**src/rtl/bp_fe_ltb_update_sched.sv**
```systemverilog
// bp_fe_ltb_update_sched: queues branch-resolution updates and sequences them
// into the LTB write port. Updates are held while the LTB initialises, retried
// on a refused write, and LTB reads are throttled when issue is starved. A
// drain handshake lets the FE empty the queue before a redirect or flush.
//   upd_*       : update in (valid/ready)
//   ltb_*       : LTB write port out (valid/yumi), ltb_r_block_o read throttle
//   drain_*     : level request / one-cycle ack
//   busy_o, count_o : queue occupancy
// Optional statistics counters: define BP_FE_LTB_UPD_STATS_EN.
module bp_fe_ltb_update_sched #(
  parameter int vaddr_width_p  = 39,
  parameter int fifo_els_p     = 4,
  parameter int starve_limit_p = 8
`ifdef BP_FE_LTB_UPD_STATS_EN
 ,parameter int stat_width_p   = 16
`endif
) (
  input  logic                             clk_i,
  input  logic                             reset_n_i,
  input  logic                             ltb_init_done_i,
  input  logic                             upd_v_i,
  output logic                             upd_ready_o,
  input  logic                             upd_mispredict_i,
  input  logic                             upd_taken_i,
  input  logic [vaddr_width_p-1:0]         upd_addr_i,
  output logic                             ltb_w_v_o,
  output logic                             ltb_br_mispredict_o,
  output logic                             ltb_br_taken_o,
  output logic [vaddr_width_p-1:0]         ltb_br_src_addr_o,
  input  logic                             ltb_w_yumi_i,
  output logic                             ltb_r_block_o,
  input  logic                             drain_req_i,
  output logic                             drain_ack_o,
  output logic                             busy_o,
  output logic [$clog2(fifo_els_p+1)-1:0]  count_o
`ifdef BP_FE_LTB_UPD_STATS_EN
 ,output logic [stat_width_p-1:0]          stat_issued_o,
  output logic [stat_width_p-1:0]          stat_stall_o,
  output logic [stat_width_p-1:0]          stat_block_o
`endif
);

  localparam int cnt_w_lp = $clog2(fifo_els_p+1);
  localparam int ptr_w_lp = $clog2(fifo_els_p);
  localparam int stv_w_lp = $clog2(starve_limit_p+1);
  localparam logic [cnt_w_lp-1:0] els_lp   = cnt_w_lp'(fifo_els_p);
  localparam logic [stv_w_lp-1:0] limit_lp = stv_w_lp'(starve_limit_p);

  typedef struct packed {
    logic                     mispredict;
    logic                     taken;
    logic [vaddr_width_p-1:0] addr;
  } entry_s;

  typedef enum logic [1:0] {e_init, e_run, e_drain} state_e;

  state_e                state_q, state_d;
  logic [cnt_w_lp-1:0]   count_q, count_d;
  logic [ptr_w_lp-1:0]   wptr_q, wptr_d, rptr_q, rptr_d;
  logic [stv_w_lp-1:0]   starve_q, starve_d;
  logic                  block_q, block_d;
  logic                  ack_q, ack_d;
  entry_s                mem_q [fifo_els_p];
  entry_s                head;
  logic                  enq, deq, stall;

  // Reset gating keeps ready low while reset is held; otherwise ready is a
  // function of registered state only.
  assign upd_ready_o = reset_n_i & (count_q < els_lp) & (state_q != e_drain);
  assign ltb_w_v_o   = ((state_q == e_run) | (state_q == e_drain)) & (count_q != '0);
  assign enq         = upd_v_i & upd_ready_o;
  assign deq         = ltb_w_v_o & ltb_w_yumi_i;
  assign stall       = ltb_w_v_o & ~ltb_w_yumi_i;

  assign head                = mem_q[rptr_q];
  assign ltb_br_mispredict_o = head.mispredict;
  assign ltb_br_taken_o      = head.taken;
  assign ltb_br_src_addr_o   = head.addr;
  assign ltb_r_block_o       = block_q;
  assign drain_ack_o         = ack_q;
  assign busy_o              = (count_q != '0);
  assign count_o             = count_q;

  always_comb begin
    state_d = state_q;
    ack_d   = 1'b0;
    if (!ltb_init_done_i) begin
      state_d = e_init;
    end else begin
      case (state_q)
        e_init:  state_d = e_run;
        e_run:   if (drain_req_i) state_d = e_drain;
        e_drain: begin
          if (!drain_req_i) begin
            state_d = e_run;
          end else if (count_q == '0) begin
            state_d = e_run;
            ack_d   = 1'b1;
          end
        end
        default: state_d = e_init;
      endcase
    end
  end

  always_comb begin
    wptr_d  = enq ? wptr_q + ptr_w_lp'(1) : wptr_q;
    rptr_d  = deq ? rptr_q + ptr_w_lp'(1) : rptr_q;
    count_d = count_q + cnt_w_lp'(enq) - cnt_w_lp'(deq);
    starve_d = '0;
    if (stall) starve_d = (starve_q == limit_lp) ? starve_q : starve_q + stv_w_lp'(1);
    // Block is raised once a stall continues past a saturated counter, and
    // drops the cycle after any yumi or loss of valid.
    block_d = (starve_q == limit_lp) & stall;
  end

  always_ff @(posedge clk_i or negedge reset_n_i) begin
    if (!reset_n_i) begin
      state_q  <= e_init;
      count_q  <= '0;
      wptr_q   <= '0;
      rptr_q   <= '0;
      starve_q <= '0;
      block_q  <= 1'b0;
      ack_q    <= 1'b0;
    end else begin
      state_q  <= state_d;
      count_q  <= count_d;
      wptr_q   <= wptr_d;
      rptr_q   <= rptr_d;
      starve_q <= starve_d;
      block_q  <= block_d;
      ack_q    <= ack_d;
    end
  end

  always_ff @(posedge clk_i) begin
    if (enq) mem_q[wptr_q] <= '{mispredict: upd_mispredict_i, taken: upd_taken_i, addr: upd_addr_i};
  end

`ifdef BP_FE_LTB_UPD_STATS_EN
  logic [stat_width_p-1:0] issued_q, issued_d, stall_q, stall_d, blk_q, blk_d;

  always_comb begin
    issued_d = issued_q;
    stall_d  = stall_q;
    blk_d    = blk_q;
    if (deq     && issued_q != '1) issued_d = issued_q + stat_width_p'(1);
    if (stall   && stall_q  != '1) stall_d  = stall_q  + stat_width_p'(1);
    if (block_q && blk_q    != '1) blk_d    = blk_q    + stat_width_p'(1);
  end

  always_ff @(posedge clk_i or negedge reset_n_i) begin
    if (!reset_n_i) begin
      issued_q <= '0;
      stall_q  <= '0;
      blk_q    <= '0;
    end else begin
      issued_q <= issued_d;
      stall_q  <= stall_d;
      blk_q    <= blk_d;
    end
  end

  assign stat_issued_o = issued_q;
  assign stat_stall_o  = stall_q;
  assign stat_block_o  = blk_q;
`endif

endmodule

```
**config.mk**
```make
export PLATFORM = sky130hd
export DESIGN_NAME = bp_fe_ltb_update_sched
export DESIGN_NICKNAME = d
export VERILOG_FILES = /design/src/rtl/bp_fe_ltb_update_sched.sv
export SDC_FILE = /design/constraint.sdc
export NUM_CORES = 1
export LEC_CHECK = 0
export BUFFER_PORTS_ARGS = -buffer_cell sky130_fd_sc_hd__buf_2
export CAP_MARGIN = 10
export CORE_AREA = 5 5 111 123
export CTS_CLUSTER_DIAMETER = 100
export CTS_CLUSTER_SIZE = 30
export DETAILED_ROUTE_END_ITERATION = 7
export DIE_AREA = 0 0 116 128
export PLACE_DENSITY = 0.78
export SYNTH_ARGS = -nofsm -noshare
export SYNTH_HDL_FRONTEND = slang
export SYNTH_SLANG_ARGS = --single-unit
```
**constraint.sdc**
```tcl
create_clock -name clk_i -period 3.62 [get_ports clk_i]
set_clock_uncertainty 0.1 [all_clocks]
set_input_delay 0.724 -clock clk_i [delete_from_list [all_inputs] [get_ports clk_i]]
set_output_delay 0.724 -clock clk_i [all_outputs]
set_load 0.005 [all_outputs]
```
==> impl_metrics.env <==
export IMPL_hp_class="input port to asynchronous set/reset pin"
export IMPL_fin_setup_tns_ps=0
export IMPL_wl_per_cell_um=20.7
export IMPL_slew_headroom=0.284
export IMPL_ys_types=30
export IMPL_setup_ws_ps=577
export IMPL_grt_max_degree=44
export IMPL_seq_area_um2=5310
export IMPL_p_total_mw=5.82
export IMPL_vias=3237
export IMPL_rsz0062_at_grt="no"
export IMPL_pin_count=96
export IMPL_reg2regPathDepth=12
export IMPL_worstPathMaxFanout=43
export IMPL_worstPathArrival_ps=2220
export IMPL_worstReg2RegEnd="count_o[2]"
export IMPL_vias_per_cell=5.63
export IMPL_clock_sinks=179
export IMPL_antenna_cells=0
export IMPL_r2r_setup_slack_ps=970
export IMPL_ant_nets=0
export IMPL_layout_drive_gt1_share=0.428
export IMPL_max_freq_mhz=329
export IMPL_hpwl_mm=7.19
export IMPL_drc_errors=0
export IMPL_core_area_um2=12400
export IMPL_tightest_slew_ps=1070
export IMPL_synthesis_nets=356
export IMPL_nNetsFinal=465
export IMPL_dr_first_iter_drc_count=236
export IMPL_cts_buffers=17
export IMPL_clockBufferDepth=2
export IMPL_critical_path_class="flop to output pin"
export IMPL_cts_root_buf="clkbuf_16"
export IMPL_wirelength_mm=11.9
export IMPL_powerDensity_nw_per_um2=718
export IMPL_die_h_um=128
export IMPL_critPathLaunch="rptr_q[0]"
export IMPL_gp_congestion=0.748
export IMPL_first_global_vias=3487
export IMPL_cts_resized=0
export IMPL_initial_core_util=0.549
export IMPL_synthCells=297
export IMPL_worstPathRequired_ps=2800
export IMPL_status="finished, final reports clean"
export IMPL_synth_main_ff_cell="edfxtp_1"
export IMPL_synthArstFlopShare=0.0838
export IMPL_htree_levels=4
export IMPL_io_buffers=95
export IMPL_syn_area_um2=6800
export IMPL_drt_met1_wl_mm=4.70
export IMPL_synth_edf_count=164
export IMPL_grt_pass1_wl_mm=18.6
export IMPL_finalCritPeriodShare=0.841
export IMPL_finalHoldViolCount=0
export IMPL_route_met2_wl_mm=6.37
export IMPL_dr_pass1_iters=4
export IMPL_die_area_um2=14800
export IMPL_num_rows=43
export IMPL_cap_violations=0
export IMPL_ys_ff_latch=179
export IMPL_n_fill_cell=823
export IMPL_top_layer_used="met5"
export IMPL_worst_skew_pair_late_latency_ps=420
export IMPL_finalMaxSlewViolations=0
export IMPL_grt_ovfl_total=0
export IMPL_seq_area_frac_synth=0.780
export IMPL_dp_slack_ps=872
export IMPL_area_delta_synth_final_pct=19.2
export IMPL_startpoint_type="flop"
export IMPL_setup_viol=0
export IMPL_postCtsHoldBufs=0
export IMPL_ir_drop_mv=0.388
export IMPL_wl_met3_um=720
export IMPL_p_leak_nw=2.87
export IMPL_post_cts_buffers=0
export IMPL_cts_tree="yes"
export IMPL_multi_input_area_um2=1380
export IMPL_avgSynthCellArea_um2=22.9
export IMPL_final_min_clock_period_ps=3040
export IMPL_ys_warn_count=0
export IMPL_r2r_start="state_q[0]"
export IMPL_track_usage=0.172
export IMPL_clk_pin_slew_ps=70
export IMPL_die_w_um=116
export IMPL_end_kind="output pin"
export IMPL_antenna_found_initial=1
[sequential cells by signal (all words and copies together) (netlist names)]
register	count
mem_q	164
drain_ack_o	1
count_o	3
wptr_q	2
rptr_q	2
state_q	2
starve_q	4
ltb_r_block_o	1
[stage by stage]
stage / std cells / area, um^2 / hold WS (ps) / util
floorplan: 297 / 6800 / 328 / -
global placement: 544 / 7490 / 450 / 0.605
detailed placement: 544 / 7490 / 470 / 0.605
CTS: 575 / 8100 / 140 / 0.655
global route: 575 / 8100 / 154 / 0.655
finish: 575 / 8100 / 148 / 0.655
[worst max-delay path by stage]
stage	to	slack, ps	cells after the start
finish	ltb_br_src_addr_o[0]	580	2
global route	ltb_br_src_addr_o[0]	390	2
CTS	ltb_br_src_addr_o[0]	500	2
detailed placement	count_o[2]	870	11
global placement	ltb_br_src_addr_o[0]	950	2
floorplan	mem_q[0][0]	880	3
[logic make-up (layout without fill, tap and decap cells)]
| logic type | count (synthesis) | in the layout | synth area share |
|---|---|---|---|
| DFF | 179 | 179 | 0.780 |
| buffers and inverters | 22 | 143 | 0.0184 |
| xor gates and xnor gates | 7 | 7 | 0.00902 |
| and+or+nand+nor | 29 | 29 | 0.0260 |
| AOI/OAI and AO/OA | 5 | 5 | 0.00497 |
| muxes | 43 | 43 | 0.139 |
| adders and majority gates | 12 | 12 | 0.0232 |
[cell usage after synthesis (all sizes together), types with 3 or more instances]
master,count,area share
mux4,41,0.14
xor2,3,0.0039
edfxtp,164,0.72
buf,9,0.011
dfrtp,15,0.055
ha,11,0.020
inv,11,0.0061
nor2,6,0.0033
xnor2,4,0.0052
nand2,6,0.0033
and2,4,0.0037
[where the power goes]
part	switching (mW)	total, mW	internal, mW	leakage, nW
combinational	0.449	1.18	0.729	0.909
sequential	0.316	2.76	2.44	1.67
clock	0.732	1.88	1.15	0.294
total	1.50	5.82	4.32	2.87
[placed cells by master, fill, tap and decap left out, types with 3 or more instances in the layout]
cell type / instances
inv_1: 10
clkinv_1: 3
clkbuf_16: 17
dfrtp_1: 13
buf_12: 4
nor2_1: 6
mux4_2: 41
buf_2: 95
and2_2: 4
bufinv_16: 4
xor2_1: 3
xnor2_1: 4
edfxtp_1: 164
ha_1: 11
nand2_1: 6
[layout make-up]
type	count	share of cell area
well taps	157	0.0242
flip-flops and latches	179	0.655
inverters	11	0.00510
multi-input cells	96	0.170
clock buffers	17	0.0525
clock inverters	14	0.0229
repair buffers	101	0.0704
[metal layers]
metal / vias to the layer above / track usage
met1: 1675 / 0.213
met5: - / 0
li1: 1427 / -
met3: 14 / 0.0500
met4: 2 / 0.0491
met2: 119 / 0.294
[critical path: stages (launching register included)]
cell	delay, ps
dfrtp_4	1000
mux4_2	640
buf_2	150
Power figures use the tool's default switching activity.
